[config.mk]
export PLATFORM = sky130hd
export DESIGN_NAME = hnoc_rr_arbiter
export DESIGN_NICKNAME = d
export VERILOG_FILES = /design/src/rtl/hnoc_rr_arbiter.sv
export SDC_FILE = /design/constraint.sdc
export NUM_CORES = 1
export LEC_CHECK = 0
export CELL_PAD_IN_SITES_DETAIL_PLACEMENT = 1
export CELL_PAD_IN_SITES_GLOBAL_PLACEMENT = 1
export CORE_ASPECT_RATIO = 1.75
export CORE_UTILIZATION = 27
export DETAILED_ROUTE_END_ITERATION = 8
export PLACE_DENSITY_LB_ADDON = 0.1
export SYNTH_ARGS = -nofsm -noshare
export SYNTH_HDL_FRONTEND = slang
export SYNTH_SLANG_ARGS = --single-unit
export TNS_END_PERCENT = 1
[constraint.sdc]
create_clock -name i_clk -period 3.01 [get_ports i_clk]
set_input_delay 0.7525 -clock i_clk [delete_from_list [all_inputs] [get_ports i_clk]]
set_output_delay 0.7525 -clock i_clk [all_outputs]
set_load 0.02 [all_outputs]
[src/rtl/hnoc_rr_arbiter.sv]
// Round-robin arbiter that merges NumIn valid/ready flit streams into one
// registered output stage. Arbitration is combinational from a rotating
// pointer. The winning flit is captured into the output register whenever
// that register is empty or is draining in the same cycle.
module hnoc_rr_arbiter #(
  parameter int NumIn      = 4,
  parameter int DataWidth  = 32,
  parameter int AddrWidth  = 3,
  parameter int TotalWidth = DataWidth + AddrWidth
) (
  input  logic                        i_clk,
  input  logic                        i_reset,
  input  logic [NumIn*TotalWidth-1:0] i_data,
  input  logic [NumIn-1:0]            i_data_valid,
  output logic [NumIn-1:0]            o_data_ready,
  output logic [TotalWidth-1:0]       o_data,
  output logic                        o_data_valid,
  input  logic                        i_data_ready,
  output logic [$clog2(NumIn)-1:0]    o_grant,
  output logic [31:0]                 o_flit_count
);

  localparam int GW = $clog2(NumIn);

  logic [TotalWidth-1:0] flit_arr [NumIn];

  logic [GW-1:0]         ptr_reg;
  logic [GW-1:0]         ptr_next;
  logic [TotalWidth-1:0] data_reg;
  logic                  valid_reg;
  logic [GW-1:0]         grant_reg;
  logic [31:0]           count_reg;
  logic [31:0]           count_next;

  logic                  win_found;
  logic [GW-1:0]         win_idx;
  logic                  load_en;
  logic                  in_xfer;

  // Unpack the flat input bus into one flit per port.
  genvar gi;
  generate
    for (gi = 0; gi < NumIn; gi++) begin : g_unpack
      assign flit_arr[gi] = i_data[gi*TotalWidth +: TotalWidth];
    end
  endgenerate

  // Search upward from the pointer (mod NumIn); the first valid port wins.
  always_comb begin
    int cand;
    win_found = 1'b0;
    win_idx   = '0;
    cand      = 0;
    for (int off = 0; off < NumIn; off++) begin
      cand = (int'(ptr_reg) + off) % NumIn;
      if (!win_found && i_data_valid[cand[GW-1:0]]) begin
        win_found = 1'b1;
        win_idx   = cand[GW-1:0];
      end
    end
  end

  // The output register can take a new flit when it is empty or draining now.
  assign load_en    = !valid_reg || i_data_ready;
  assign in_xfer    = win_found && load_en && !i_reset;
  assign ptr_next   = (win_idx == GW'(NumIn - 1)) ? '0 : win_idx + GW'(1);
  assign count_next = count_reg + 32'd1;

  // Only the winner sees ready, and only when its flit will actually be taken.
  generate
    for (gi = 0; gi < NumIn; gi++) begin : g_ready
      assign o_data_ready[gi] = in_xfer && (win_idx == GW'(gi));
    end
  endgenerate

  // Output stage, pointer and flit counter; everything holds while stalled.
  always_ff @(posedge i_clk) begin
    if (i_reset) begin
      ptr_reg   <= '0;
      data_reg  <= '0;
      valid_reg <= 1'b0;
      grant_reg <= '0;
      count_reg <= '0;
    end else if (load_en) begin
      if (win_found) begin
        data_reg  <= flit_arr[win_idx];
        valid_reg <= 1'b1;
        grant_reg <= win_idx;
        ptr_reg   <= ptr_next;
        count_reg <= count_next;
      end else begin
        valid_reg <= 1'b0;
      end
    end
  end

  assign o_data       = data_reg;
  assign o_data_valid = valid_reg;
  assign o_grant      = grant_reg;
  assign o_flit_count = count_reg;

endmodule

==> results.md, run 1 <==
- Post-DP Area: 6450 µm²
- Top-count cell post-synth: dfxtp_1
- Max FFs per register: 35
- All-Layer GR Usage: 0.209
- Layout cell share with drive strength beyond 1: 0.0937
- Pwr dens: 470 nW/µm²
- Worst EP arrival: 2120 ps
- Fin Setup TNS: 0 ps
- Crit-path most repeated cell: buf_4
- Critical path fanouts, max: 5
- Vias in the first global route: 4733
- Largest net degree at the start of global routing: 53
- Critical path required time: 2260 ps
- Die area: 15200 µm²
- Detailed Routing Iterations Pass 1: 5
- Via count: 4281
- Nets: 806
- Final setup fails: 0
- Worst setup EP type: primary output
- Worst setup SP type: input pin
- CP cell instances: dlygate4sd2_1 -> nor2b_2 -> a221oi_4 -> buf_4 -> nor2_4 -> nand2_2 -> nor3_1 -> buf_4
- Crit path kind: in -> out
- Grt ovf: 0
- Routability cong.: 0.808
- Final wirelength: 15300 µm
- Number of buffers created by CTS: 9
- Register area share after synthesis: 0.364
- Die width: 93.6 µm
- Post-synth ARST share: 0
- Core ar.: 14400 µm²
- Initial cell density of the core: 0.276
- Buf+Inv Stages, Crit Path: 3
- Syn_nets: 586
- Via density: 5.08
- Syn Inst Count: 438
- Synth area leader: dfxtp_1
- Max cap viols: 0
- Peak VDD IR: 0.255 mV
- Slowest CP cell: a221oi_4
- Synth Cell Area: 3960 µm²
- Avg WL per Cell: 18.2 µm
- Fmax: 0.348 GHz
- Reg clk slew, reported paths: 60 ps
- Post-synthesis area per instance: 9.04 µm²
- Relative slew slack: 0.607
- YS warnings: 0
- Actual slew at the worst max-slew pin: 589 ps
- Fin. max-slew vios: 0
- Area growth syn-to-layout: 72.1%
- Antenna Nets Post-Route: 0
- Clk_lat worst skew: 340 ps
- Final HPWL DP: 11700 µm
- Fin worst setup slack: 134 ps
- Commonest cells in the netlist: 72 x dfxtp_1, 55 x mux2i_1, 36 x a221oi_1
- Ys flop type: dfxtp_1
- Largest delay share family, worst path: buffers and inverters
- Outcome: completed
- DR iter-0 viols: 86
- Root Buffer: clkbuf_16
- Max stage delay on crit path: 320 ps
- Post-synth EDFFs: 0
- Max Root-Sink Buffers: 2
- Final Hold Viols: 0
- Total clock sinks: 72
- Top post-synthesis cells by area: dfxtp_1 36%, mux2i_1 14%, a221oi_1 8.0%
- CTS tree: built
- # hold bufs at CTS: 0
- Synth top area share: 0.364
- Hold WC Path Type: reg -> reg
- First-pass GRT wire length: 24400 µm
- Post-route DRC: 0
- Pwr Total: 3.21 mW
- IO Port Bufs: 220
- Crit path time final: 2880 ps
- RSZ-0062 raised after global routing: false
- H-tree Lvls: 3
- Fin Clk Skew: 5.98 ps
- Final period util: 0.955
- Cell Rows: 58
- Die Y: 162 µm
- Netlist cell types: 36
- Initial antenna violation count: 1
- I/O pins: 221
- Lkg Pwr: 2.61 nW
- Design area: 6820 µm²
- Seq cells post-synth: 72
- Pre-CTS setup slack: -609 ps
## logic make-up after synthesis
kind of cell,after synthesis,synth area share
buf+inv,42,0.0474
fa+ha+maj,1,0.00316
mux,56,0.142
xor+xnor,23,0.0509
flops,72,0.364
simple gates,133,0.184
compound gates,111,0.209
## metal layers
metal	vias to the layer above	wire (µm)	global-route usage
met5	-	0	0
met4	0	619	0.106
met3	34	849	0.0534
met2	145	8400	0.387
met1	2028	5440	0.211
li1	2074	-	-
## stage by stage
step / utilization / hold slack [ps] / std cells
floorplan: - / 486 / 438
global placement: 0.449 / 447 / 827
detailed placement: 0.449 / 459 / 827
CTS: 0.473 / 467 / 842
global route: 0.475 / 511 / 843
finish: 0.475 / 471 / 843
## report_power, final
part / leakage [nW] / internal (mW) / total (mW) / switching [mW]
sequential: 0.592 / 1.03 / 1.08 / 0.0482
clock: 0.155 / 0.744 / 1.16 / 0.420
combinational: 1.86 / 0.509 / 0.962 / 0.453
total: 2.61 / 2.28 / 3.21 / 0.922
## what timing repair did
action | in CTS | in global routing
setup endpoints to repair | 4 | 4
gates resized for setup | 34 | 5
pin swaps | 1 | 0
setup buffers | 0 | 0
## final cells by class
class / count / area, µm²
Multi-Input combinational cell: 324 / 2400
Tap cell: 180 / 225
Clock buffer: 10 / 239
Antenna cell: 1 / 2.50
Timing Repair Buffer: 245 / 2400
Clock inverter: 5 / 81.3
Fill cell: 1613 / 7550
Inverter: 6 / 22.5
Sequential cell: 72 / 1440
## cell usage in the layout (no fill, tap or decap), drive strengths merged
cell type	count
and2	19
or3	8
or4	3
a311oi	1
bufinv	2
xnor2	16
inv	6
xor2	7
clkinvlp	1
nand2	22
mux2	1
and4	7
ha	1
clkbuf	10
or2	2
o21bai	35
nor4	7
a21oi	13
or3b	1
o21ai	9
nand4	10
diode	1
clkinv	2
buf	30
nand2b	3
mux2i	55
nor2	28
a211oi	16
dfxtp	72
and3	3
nor3	10
clkdlybuf4s50	211
a21o	1
nor2b	1
dlymetal6s2s	2
dlygate4sd2	2
a221oi	36
nand3	9
## path summary, 6_finish.rpt
path | end | cells past startpoint | from | slack (ps)
worst max-delay path | o_data_ready[3] | 8 | i_data_valid[2] | 130
worst min-delay path | o_grant[0]$_SDFFE_PP0P_ | 2 | o_grant[0]$_SDFFE_PP0P_ | 470
worst max register to register | o_data[9]$_SDFFE_PP0P_ | 7 | ptr_reg[1]$_SDFFE_PP0P_ | 570
worst min register to register | o_grant[0]$_SDFFE_PP0P_ | 2 | o_grant[0]$_SDFFE_PP0P_ | 470
## worst min-delay path: stages (launching register included)
cell,delay (ps)
dfxtp_1,310
nand2_1,60
a21oi_1,60
Note: power is estimated with default switching activity, not from simulation.
==> inputs of run 2 (changes only) <==
- CTS_BUF_LIST: default -> sky130_fd_sc_hd__clkbuf_16
==> run 2 against run 1 <==
  * Die area did not move
  * Core utilization decreased by 0.070 points
  * Combinational power barely moved
  * Cell count stayed put
  * Sequential share of layout area is essentially flat
  * Clock skew about the same
  * Routed wire length hardly changed
  * Setup slack got worse by 0.67 ps
  * Critical path type unchanged
  * Critical endpoint unchanged
  * Highest routed layer unchanged
==> results.md, run 2 (synthesis results as in run 1) <==
- Via density: 5.08
- Outcome: completed
- RSZ-0062 raised after global routing: false
- Fmax: 0.348 GHz
- Die Y: 162 µm
- Lkg Pwr: 2.60 nW
- Cell Rows: 58
- Routed wl met3: 852 µm
- Slowest CP cell: a221oi_4
- Root Buffer: clkbuf_16
- Layout cell share with drive strength beyond 1: 0.0921
- M1 WL: 5440 µm
- Number of buffers created by CTS: 9
- First-pass GRT wire length: 24300 µm
- Post-DP Area: 6450 µm²
- Initial antenna violation count: 1
- Total clock sinks: 72
- Min-delay src: o_grant[0]$_SDFFE_PP0P_
- Via count: 4283
- Die width: 93.6 µm
- Actual slew at the worst max-slew pin: 588 ps
- Max FFs per register: 35
- Setup Buffers After CTS: 0
- Final Hold Viols: 0
- Fin Clk Skew: 6.04 ps
- Core ar.: 14400 µm²
- Critical path fanouts, max: 5
- CP cell instances: dlygate4sd2_1 -> nor2b_2 -> a221oi_4 -> buf_4 -> nor2_4 -> nand2_2 -> nor3_1 -> buf_4
- Vias in the first global route: 4740
- Area growth syn-to-layout: 71.9%
- Reg clk slew, reported paths: 60 ps
- Worst setup SP type: input pin
- Max Root-Sink Buffers: 2
- Routability cong.: 0.808
- Grt ovf: 0
- CTS tree: built
- Die area: 15200 µm²
- # hold bufs at CTS: 0
- All-Layer GR Usage: 0.209
- Relative slew slack: 0.608
- Critical path required time: 2260 ps
- Post-route DRC: 0
- Commonest non-fill, non-tap cell in the layout: clkdlybuf4s50_1
- Worst setup EP type: primary output
- Uppermost layer routed: met4
- Reg-to-reg startpoint: ptr_reg[1]$_SDFFE_PP0P_
- Max cap viols: 0
- Commonest non-fill, non-tap cells in the layout: 211 x clkdlybuf4s50_1, 72 x dfxtp_1, 55 x mux2i_1
- IO Port Bufs: 220
- Detailed Routing Iterations Pass 1: 5
- Final period util: 0.956
- Clk_lat worst skew: 340 ps
- Final setup fails: 0
- Crit path kind: in -> out
- Design area: 6810 µm²
- Crit path time final: 2880 ps
- Nets: 806
- Hold WC Path Type: reg -> reg
- Worst EP arrival: 2120 ps
- Largest net degree at the start of global routing: 53
- Crit path from: i_data_valid[2]
- I/O pins: 221
- Crit-path most repeated cell: buf_4
- Pwr dens: 467 nW/µm²
- Antenna Nets Post-Route: 0
- Max stage delay on crit path: 320 ps
- Final wirelength: 15300 µm
- Initial cell density of the core: 0.276
- Avg WL per Cell: 18.2 µm
- Final HPWL DP: 11700 µm
- Peak VDD IR: 0.256 mV
- H-tree Lvls: 3
- Pwr Total: 3.18 mW
- DR iter-0 viols: 105
- Met2 wire length: 8400 µm
- Fin. max-slew vios: 0
## run 2: cell types whose count changed in the layout (fill, tap and decap cells not counted)
cell / before / now
clkbuf_8: 1 / 0
clkinv_1: 0 / 1
## run 2: per-stage QoR
stage / hold WS (ps) / utilization / setup WS (ps) / TNS (ps) / cells
finish: 471 / 0.474 / 134 / 0 / 843
global route: 511 / 0.474 / 37.0 / 0 / 843
CTS: 467 / 0.472 / 3.29 / 0 / 842
detailed placement: 459 / 0.449 / -609 / -8100 / 827
global placement: 447 / 0.449 / -516 / -5150 / 827
floorplan: 486 / - / 61.5 / 0 / 438
## run 2: worst max-delay path: cells and delay by family
kind	cells	cell delay, ps
AND/OR/NAND/NOR	4	380
buffers and inverters	3	660
AO/OA/AOI/OAI	1	320
## run 2: what timing repair did
action / 4_1_cts / 5_1_grt
resized for setup: 34 / 5
endpoints found under the hold margin: 0 / 0
pin swaps: 1 / 0
setup endpoints to repair: 4 / 4
## run 2: final timing paths
kind,endpoint,slack (ps),depth (start not counted)
hold reg to reg,o_grant[0]$_SDFFE_PP0P_,470,2
setup / recovery,o_data_ready[3],130,8
hold / removal,o_grant[0]$_SDFFE_PP0P_,470,2
setup reg to reg,o_data[9]$_SDFFE_PP0P_,570,7
## run 2: layout make-up
| type | count | area, µm² |
|---|---|---|
| fillers | 1616 | 7560 |
| multi-input cells | 324 | 2400 |
| repair buffers | 245 | 2400 |
| flip-flops and latches | 72 | 1440 |
| clock buffers | 9 | 225 |
| well taps | 180 | 225 |
| clock inverters | 6 | 85.1 |
| inverters | 6 | 22.5 |
| diodes | 1 | 2.50 |
## run 2: per-layer routing
layer  GRT usage  up-vias
li1            -     2074
met1       0.210     2028
met2       0.387      147
met3      0.0534       34
met4       0.106        0
met5           0        -
## run 2: report_power, final
group / leakage, nW / switching, mW / internal [mW]
clock network: 0.149 / 0.421 / 0.718
registers: 0.592 / 0.0483 / 1.03
logic: 1.86 / 0.453 / 0.509
total: 2.60 / 0.922 / 2.26
